### src/rtl/rvc_expander_pkg.sv
// Shared types and default constants for the compressed-instruction expander.
package rvc_expander_pkg;

    localparam int unsigned CWORD_W = 16;
    localparam int unsigned XWORD_W = 32;

    localparam logic [CWORD_W-1:0] VALID_TAG_DEFAULT    = 16'h0001;
    localparam logic [XWORD_W-1:0] ILLEGAL_WORD_DEFAULT = 32'h0001_0000;

    typedef logic [CWORD_W-1:0] cword_t;
    typedef logic [XWORD_W-1:0] xword_t;

    typedef struct packed {
        xword_t data;
        logic   illegal;
    } xentry_t;

endpackage

### src/rtl/rvc_expander_skid.sv
// Two-entry valid/ready skid buffer of expanded entries; head entry is always
// presented on out_entry, and the last popped entry is held when empty.
module rvc_expander_skid
    import rvc_expander_pkg::*;
(
    input  logic    clk,
    input  logic    rst_n,
    input  xentry_t in_entry,
    input  logic    in_valid,
    output logic    in_ready,
    output logic    out_valid,
    input  logic    out_ready,
    output xentry_t out_entry
);

    localparam int unsigned CNT_W = 2;

    logic [CNT_W-1:0] count_q, count_d;
    xentry_t          head_q, head_d;
    xentry_t          spare_q, spare_d;
    logic             live_q;
    logic             push, pop;

    assign in_ready  = live_q && (count_q != CNT_W'(2));
    assign out_valid = (count_q != CNT_W'(0));
    assign out_entry = head_q;
    assign push      = in_valid && in_ready;
    assign pop       = out_valid && out_ready;

    // Next-state: head is the visible slot, spare holds the second entry.
    always_comb begin
        count_d = count_q;
        head_d  = head_q;
        spare_d = spare_q;
        case ({push, pop})
            2'b10: begin
                if (count_q == CNT_W'(0)) head_d  = in_entry;
                else                      spare_d = in_entry;
                count_d = count_q + CNT_W'(1);
            end
            2'b01: begin
                if (count_q == CNT_W'(2)) head_d = spare_q;
                count_d = count_q - CNT_W'(1);
            end
            2'b11: begin
                // Only reachable with one entry: replace head, occupancy stays 1.
                head_d = in_entry;
            end
            default: ;
        endcase
    end

    // State registers; live_q keeps in_ready low until the first edge after reset.
    always_ff @(posedge clk or negedge rst_n) begin
        if (!rst_n) begin
            count_q <= '0;
            head_q  <= '0;
            spare_q <= '0;
            live_q  <= 1'b0;
        end else begin
            count_q <= count_d;
            head_q  <= head_d;
            spare_q <= spare_d;
            live_q  <= 1'b1;
        end
    end

endmodule

### src/rtl/rvc_expander.sv
// Compressed-to-32-bit instruction expander with a combinational path and a
// registered valid/ready path. Optional illegal-word counter: EXPANDER_STATS_EN.
module rvc_expander
    import rvc_expander_pkg::*;
#(
    parameter logic [15:0] VALID_TAG    = VALID_TAG_DEFAULT,
    parameter logic [31:0] ILLEGAL_WORD = ILLEGAL_WORD_DEFAULT,
    parameter int unsigned COUNT_W      = 16
) (
    input  logic        clk,
    input  logic        rst_n,
    input  logic [15:0] compressed,
    output logic [31:0] expanded,
    output logic        illegal,
    input  logic        in_valid,
    output logic        in_ready,
    output logic        out_valid,
    input  logic        out_ready,
    output logic [31:0] out_data,
    output logic        out_illegal
`ifdef EXPANDER_STATS_EN
    ,
    output logic [COUNT_W-1:0] illegal_count
`endif
);

    if (COUNT_W == 0) begin : g_bad_count_w
        $error("rvc_expander: COUNT_W must be at least 1");
    end

    function automatic xentry_t expand(input cword_t c);
        xentry_t e;
        if (c == cword_t'(0)) begin
            e.data    = ILLEGAL_WORD;
            e.illegal = 1'b1;
        end else begin
            e.data    = {c, VALID_TAG};
            e.illegal = 1'b0;
        end
        return e;
    endfunction

    xentry_t comb_entry;
    xentry_t head_entry;

    // Zero-latency expansion, independent of clock and handshake.
    always_comb begin
        comb_entry = expand(compressed);
        expanded   = comb_entry.data;
        illegal    = comb_entry.illegal;
    end

    rvc_expander_skid u_skid (
        .clk       (clk),
        .rst_n     (rst_n),
        .in_entry  (comb_entry),
        .in_valid  (in_valid),
        .in_ready  (in_ready),
        .out_valid (out_valid),
        .out_ready (out_ready),
        .out_entry (head_entry)
    );

    assign out_data    = head_entry.data;
    assign out_illegal = head_entry.illegal;

`ifdef EXPANDER_STATS_EN
    // Saturating count of accepted illegal words.
    always_ff @(posedge clk or negedge rst_n) begin
        if (!rst_n) begin
            illegal_count <= '0;
        end else if (in_valid && in_ready && comb_entry.illegal
                     && (illegal_count != {COUNT_W{1'b1}})) begin
            illegal_count <= illegal_count + COUNT_W'(1);
        end
    end
`endif

endmodule

### config.mk
export PLATFORM = sky130hd
export DESIGN_NAME = rvc_expander
export DESIGN_NICKNAME = d
export VERILOG_FILES = /design/src/rtl/rvc_expander_pkg.sv /design/src/rtl/rvc_expander_skid.sv /design/src/rtl/rvc_expander.sv
export SDC_FILE = /design/constraint.sdc
export NUM_CORES = 1
export LEC_CHECK = 0
export CORE_MARGIN = 2
export CORE_UTILIZATION = 25
export DETAILED_ROUTE_END_ITERATION = 8
export GPL_ROUTABILITY_DRIVEN = 0
export PLACE_DENSITY = 0.5
export SLEW_MARGIN = 40
export SYNTH_ARGS = -nofsm -noshare
export SYNTH_HDL_FRONTEND = slang
export SYNTH_HIERARCHICAL = 1
export SYNTH_SLANG_ARGS = --single-unit
### constraint.sdc
create_clock -name clk -period 3.9 [get_ports clk]
set_clock_uncertainty 0.2 [all_clocks]
set_input_delay 0.78 -clock clk [delete_from_list [all_inputs] [get_ports clk]]
set_output_delay 0.78 -clock clk [all_outputs]
set_load 0.01 [all_outputs]
=== Word-level counts from Yosys, hierarchy flattened ===
Index checks and enable logic that the tools add are counted.

* Flip-flop bits (word level): 69

* Add/subtract/negate cells: 2
* Equal/unequal tests: 7
* Reductions and logical operators: 10
* Mux-type cells: 5
* Bitwise operators: 1

{| class="wikitable"
|+ Operators by type and width
! kind !! count
|-
| $mux W33 || 3
|-
| $pmux W33 S3 || 1
|-
| $logic_not A16 Y1 || 1
|-
| $eq A2 B2 Y1 const B || 3
|-
| $ne A2 B1 Y1 const B || 2
|-
| $pmux W2 S2 || 1
|-
| $reduce_bool A2 Y1 || 2
|-
| $logic_and A1 B1 Y1 || 3
|-
| $reduce_and A3 Y1 || 1
|-
| $reduce_bool A3 Y1 || 1
|-
| $add A2 B1 Y2 const B || 1
|-
| $eq A2 B1 Y1 const B || 1
|-
| $logic_not A2 Y1 || 1
|-
| $ne A2 B2 Y1 const B || 1
|-
| $reduce_and A2 Y1 || 1
|-
| $sub A2 B1 Y2 const B || 1
|-
| $not A1 Y1 || 1
|}

=== Logic depth before layout (Yosys ltp) ===
* Depth in word-level cells: 6
* Mapped depth: 9
* Depth with buffers taken out: 7

=== Hierarchy ===
The synthesis kept the hierarchy.

{| class="wikitable"
|+ Modules (own cells, without submodules)
! module !! cells an instance !! times used !! seq. area each (µm²) !! area an instance (µm²)
|-
| rvc_expander_skid || 197 || 1 || 1726.7 || 3204.3
|-
| rvc_expander || 38 || 1 || 0.0 || 247.7
|}

=== Worst setup path after synthesis ===
No wires, ideal clock.

* Path type: register to register
* Start: register u_skid.count_q[0]
* End: register u_skid.head_q, in the netlist u_skid/out_entry[0]
* Period minus slack after synthesis: 2.850 ns
* Required time: 3.575 ns
* Setup time: 0.125 ns
* Data arrival time: 2.525 ns
* Path slack: 1.050 ns
* Stages on the path, launching flop included: 10
* Cells stage by stage: dfrtp_1 inv_1 a21boi_0 nand2_1 ha_1 buf_6 mux2_4 o31ai_4 buf_12 mux2_4

* Cells in the longest elaborated chain, start to end: 6
* Elaborated cells between the ends (all ways): 15
* Those cells by class: eq/ne: 7; mux: 1; reduce/logical: 7

{| class="wikitable"
|+ Ends and longest elaborated chain
! item !! line !! text
|-
| start: declaration || rvc_expander_skid.sv:18 || <nowiki>logic [CNT_W-1:0] count_q, count_d;</nowiki>
|-
| start signal: assignment || rvc_expander_skid.sv:61 || <nowiki>count_q <= count_d;</nowiki>
|-
| $ne A2 B2 Y1 (*) || rvc_expander_skid.sv:24 || <nowiki>assign in_ready = live_q && (count_q != CNT_W'(2));</nowiki>
|-
| $logic_and A1 B1 Y1 (*) || rvc_expander_skid.sv:24 ||
|-
| net in_ready || rvc_expander.sv:16 || <nowiki>output logic in_ready,</nowiki>
|-
| $logic_and A1 B1 Y1 (*) || rvc_expander_skid.sv:27 || <nowiki>assign push = in_valid && in_ready;</nowiki>
|-
| $eq A2 B1 Y1 / $eq A2 B2 Y1 (equally long branches) || rvc_expander_skid.sv:35 || <nowiki>case ({push, pop})</nowiki>
|-
| $ne A2 B1 Y1 (no line) / $reduce_bool A3 Y1 (equally long branches) || n/a ||
|-
| $reduce_and A3 Y1 (no line) || n/a ||
|-
| end signal: assignment || rvc_expander_skid.sv:57 || <nowiki>head_q <= '0;</nowiki>
|-
| end signal: assignment || rvc_expander_skid.sv:62 || <nowiki>head_q <= head_d;</nowiki>
|-
| end: declaration || rvc_expander_skid.sv:19 || <nowiki>xentry_t head_q, head_d;</nowiki>
|}

Mark *: on every way through the listed nets, which the timed path passes. The rest lies on a longest branch.
A chain may end at the register's enable or synchronous reset.

=== Worst setup path in the final report ===
* Start: input port compressed[10]
* End: output port expanded[16]

* Cells in the longest elaborated chain, start to end: 2

{| class="wikitable"
|+ Ends and longest elaborated chain
! item !! line !! text
|-
| start: declaration || rvc_expander.sv:12 || <nowiki>input logic [15:0] compressed,</nowiki>
|-
| $logic_not A16 Y1 || rvc_expander.sv:33 || <nowiki>if (c == cword_t'(0)) begin</nowiki>
|-
| $mux W33 || rvc_expander.sv:33 ||
|-
| end: declaration || rvc_expander.sv:13 || <nowiki>output logic [31:0] expanded,</nowiki>
|}

No other way between the ends.

==> flow_summary.ini <==
[timing]
relSlewSlack_pct = 56.06
hold_viol_final = 0
fin_crit_sh_pct = 90.06
slew_viol_final = 0
tns_ns = 0
worst_pin_slew_ns = 0.6592
worst_slack_ns = 0.3877
rsz0062_at_grt = false
setup_violations = 0
hold-worst-slack_ns = 0.2646
min_period_ns = 3.512
fmax_mhz = 284.7

[cts]
clkSinkCount = 69
clkLatencyLatePin_ns = 0.33
cts_made_buffers = 9
htree_num_levels = 3
hold_buffers = 0
post_cts_buffers = 0
cts_tree = done
cts-root-buf = clkbuf_16
cts_buffer_depth = 2
clkTransAtPathRegs_ns = 0.06
ctsResizeCount = 0

[synth]
synth_edf_count = 0
synth_seq_cells = 69
synth_common_cells = 69 x dfrtp_1, 69 x mux2_2, 31 x mux2_4
synthFlopType = dfrtp_1
async_flop_share_pct = 100.0
synth_top_area_share_pct = 50.02
synthTopCellsByArea = dfrtp_1 50%, mux2_2 23%, mux2_4 13%
syn_area_um2 = 3452
synth.largest_area_cell = dfrtp_1
seq_area_frac_synth_pct = 50.02
avgSynthCellArea_um2 = 14.69
synth_cells = 235
ys_warn_count = 6
synth_cell_types = 23

[worst_setup_path]
path_cells = clkdlybuf4s50_1 > nor4_2 > a41o_1 > clkdlybuf4s50_1
max_stage_delay_ns = 0.56
arrival_ns = 2.53
critPathRequiredTime_ns = 2.92
start_kind = input pin
crit_fanout = 4
endpoint_kind = primary output
crit_buf_inv = 2
critical_path.most_common_cell = clkdlybuf4s50_1
crit_family = buffers and inverters
slowest_stage = clkdlybuf4s50_1
crit_type = in -> out

[global_routing]
grt_max_degree = 70
gr-total-overflow = 0
antenna_found_initial = 0
grtUsageTotal_pct = 10.04
grt_pass1_vias = 2071
grt_pass1_wl_um = 11030

[die]
start_util_pct = 25.86
die_w_um = 121.5
io_pins = 88
fp.dieH_um = 121.5
dieArea_um2 = 14760
rows = 42
core_area_um2 = 13350

[power]
switching_power_mw = 1.035
ir_worst_vdd_uv = 283.6
power.internal_mw = 2.555
power_leakage_nw = 2.022
p_comb_share_pct = 43.7
power_frac_clock_pct = 21.6
total_power_mw = 3.590
seqPwrFrac_pct = 34.8
p_per_area_nw_per_um2 = 778.5
p_sw_share_pct = 28.83

[detailed_routing]
antenna_left = 0
top_layer = met4
drt_iter0_markers = 44
route.met3.wl_um = 549
routed_via_density = 3.994
dr.pass1.iters = 4
wl_met1_um = 3318
drc = 0
met2WireLength_um = 2896
wl_per_cell_um = 13.63
vias = 2021
wl_um = 6898

[placement]
placed_cells_incl_taps = 491
port-buffer-count = 72
pre_cts_slack_ns = 0.3583
placed_cell_area_um2 = 4333
detailed_place_hpwl_um = 4479

[finish]
post-route-util_pct = 34.55
n_antenna_cell = 0
final_cells = 506
drive_gt1_share_pct = 38.18
nets = 349
stdcell_area_um2 = 4612
area_growth_pct = 33.60

[min_path]
hp-class = in -> async

[run_status]
run_status = finished, final reports clean

[job]
maxCapViolations = 0
==> path summary, 6_finish.rpt <==
check	from	to	slack [ns]	cells after the start
max reg2reg	u_skid/count_q[0]$_DFFE_PN0P_	u_skid/out_entry[1]$_DFFE_PN0P_	1.13	8
max in group asynchronous	rst_n	u_skid/spare_q[6]$_DFFE_PN0P_	2.79	1
min reg2reg	u_skid/spare_q[2]$_DFFE_PN0P_	u_skid/spare_q[2]$_DFFE_PN0P_	0.30	1
min in group clk	u_skid/spare_q[2]$_DFFE_PN0P_	u_skid/spare_q[2]$_DFFE_PN0P_	0.30	1
max	compressed[10]	expanded[16]	0.39	4
min	rst_n	u_skid/spare_q[27]$_DFFE_PN0P_	0.26	1
==> sequential cells by signal (all words and copies together) (netlist names) <==
name and flops:
u_skid/count_q 2, u_skid/live_q 1, u_skid/out_entry 33, u_skid/spare_q 33
==> cells in the final DEF (no fill, tap or decap), types with 2 or more instances in the layout <==
master and n:
buf_4 4, clkbuf_1 2, clkbuf_16 9, clkbuf_8 3, clkdlybuf4s50_1 71, conb_1 46
dfrtp_1 69, ha_1 2, inv_1 2, mux2_2 69, mux2_4 31, nand2_1 3
nor4_2 4, xor2_1 2
==> metal layers <==
metal  global-route usage [%]  up-vias
li1                         -      937
met1                    13.49     1002
met2                    13.76       69
met3                    4.511       13
met4                    4.526        0
met5                        0        -
==> layout make-up <==
type	instances	area (um2)
Fill cell	1340	8736
Sequential cell	69	1727
Multi-Input combinational cell	168	1627
Timing Repair Buffer	76	752.0
Clock buffer	14	274.0
Tap cell	176	220.2
Inverter	2	7.507
Clock inverter	1	5.005
==> power groups by stage <==
| stage | clock network, mW | registers, mW | logic, mW |
|---|---|---|---|
| final | 0.774 | 1.25 | 1.57 |
| after detailed placement | 0 | 1.26 | 1.59 |
| after global placement | 0 | 1.25 | 1.57 |
| after global routing | 0.831 | 1.30 | 1.69 |
| after floorplan | 0 | 1.30 | 1.06 |
| after CTS | 0.808 | 1.26 | 1.60 |
==> logic make-up after synthesis <==
| group | Yosys count | share of synthesized area (%) |
|---|---|---|
| compound gates | 3 | 1.124 |
| xor+xnor | 3 | 0.7613 |
| fa+ha+maj | 3 | 1.087 |
| buf+inv | 42 | 7.938 |
| flops | 69 | 50.02 |
| mux | 100 | 35.99 |
| other cells | 2 | 0.2176 |
| simple gates | 13 | 2.864 |
Note: power is estimated with default switching activity, not from simulation.
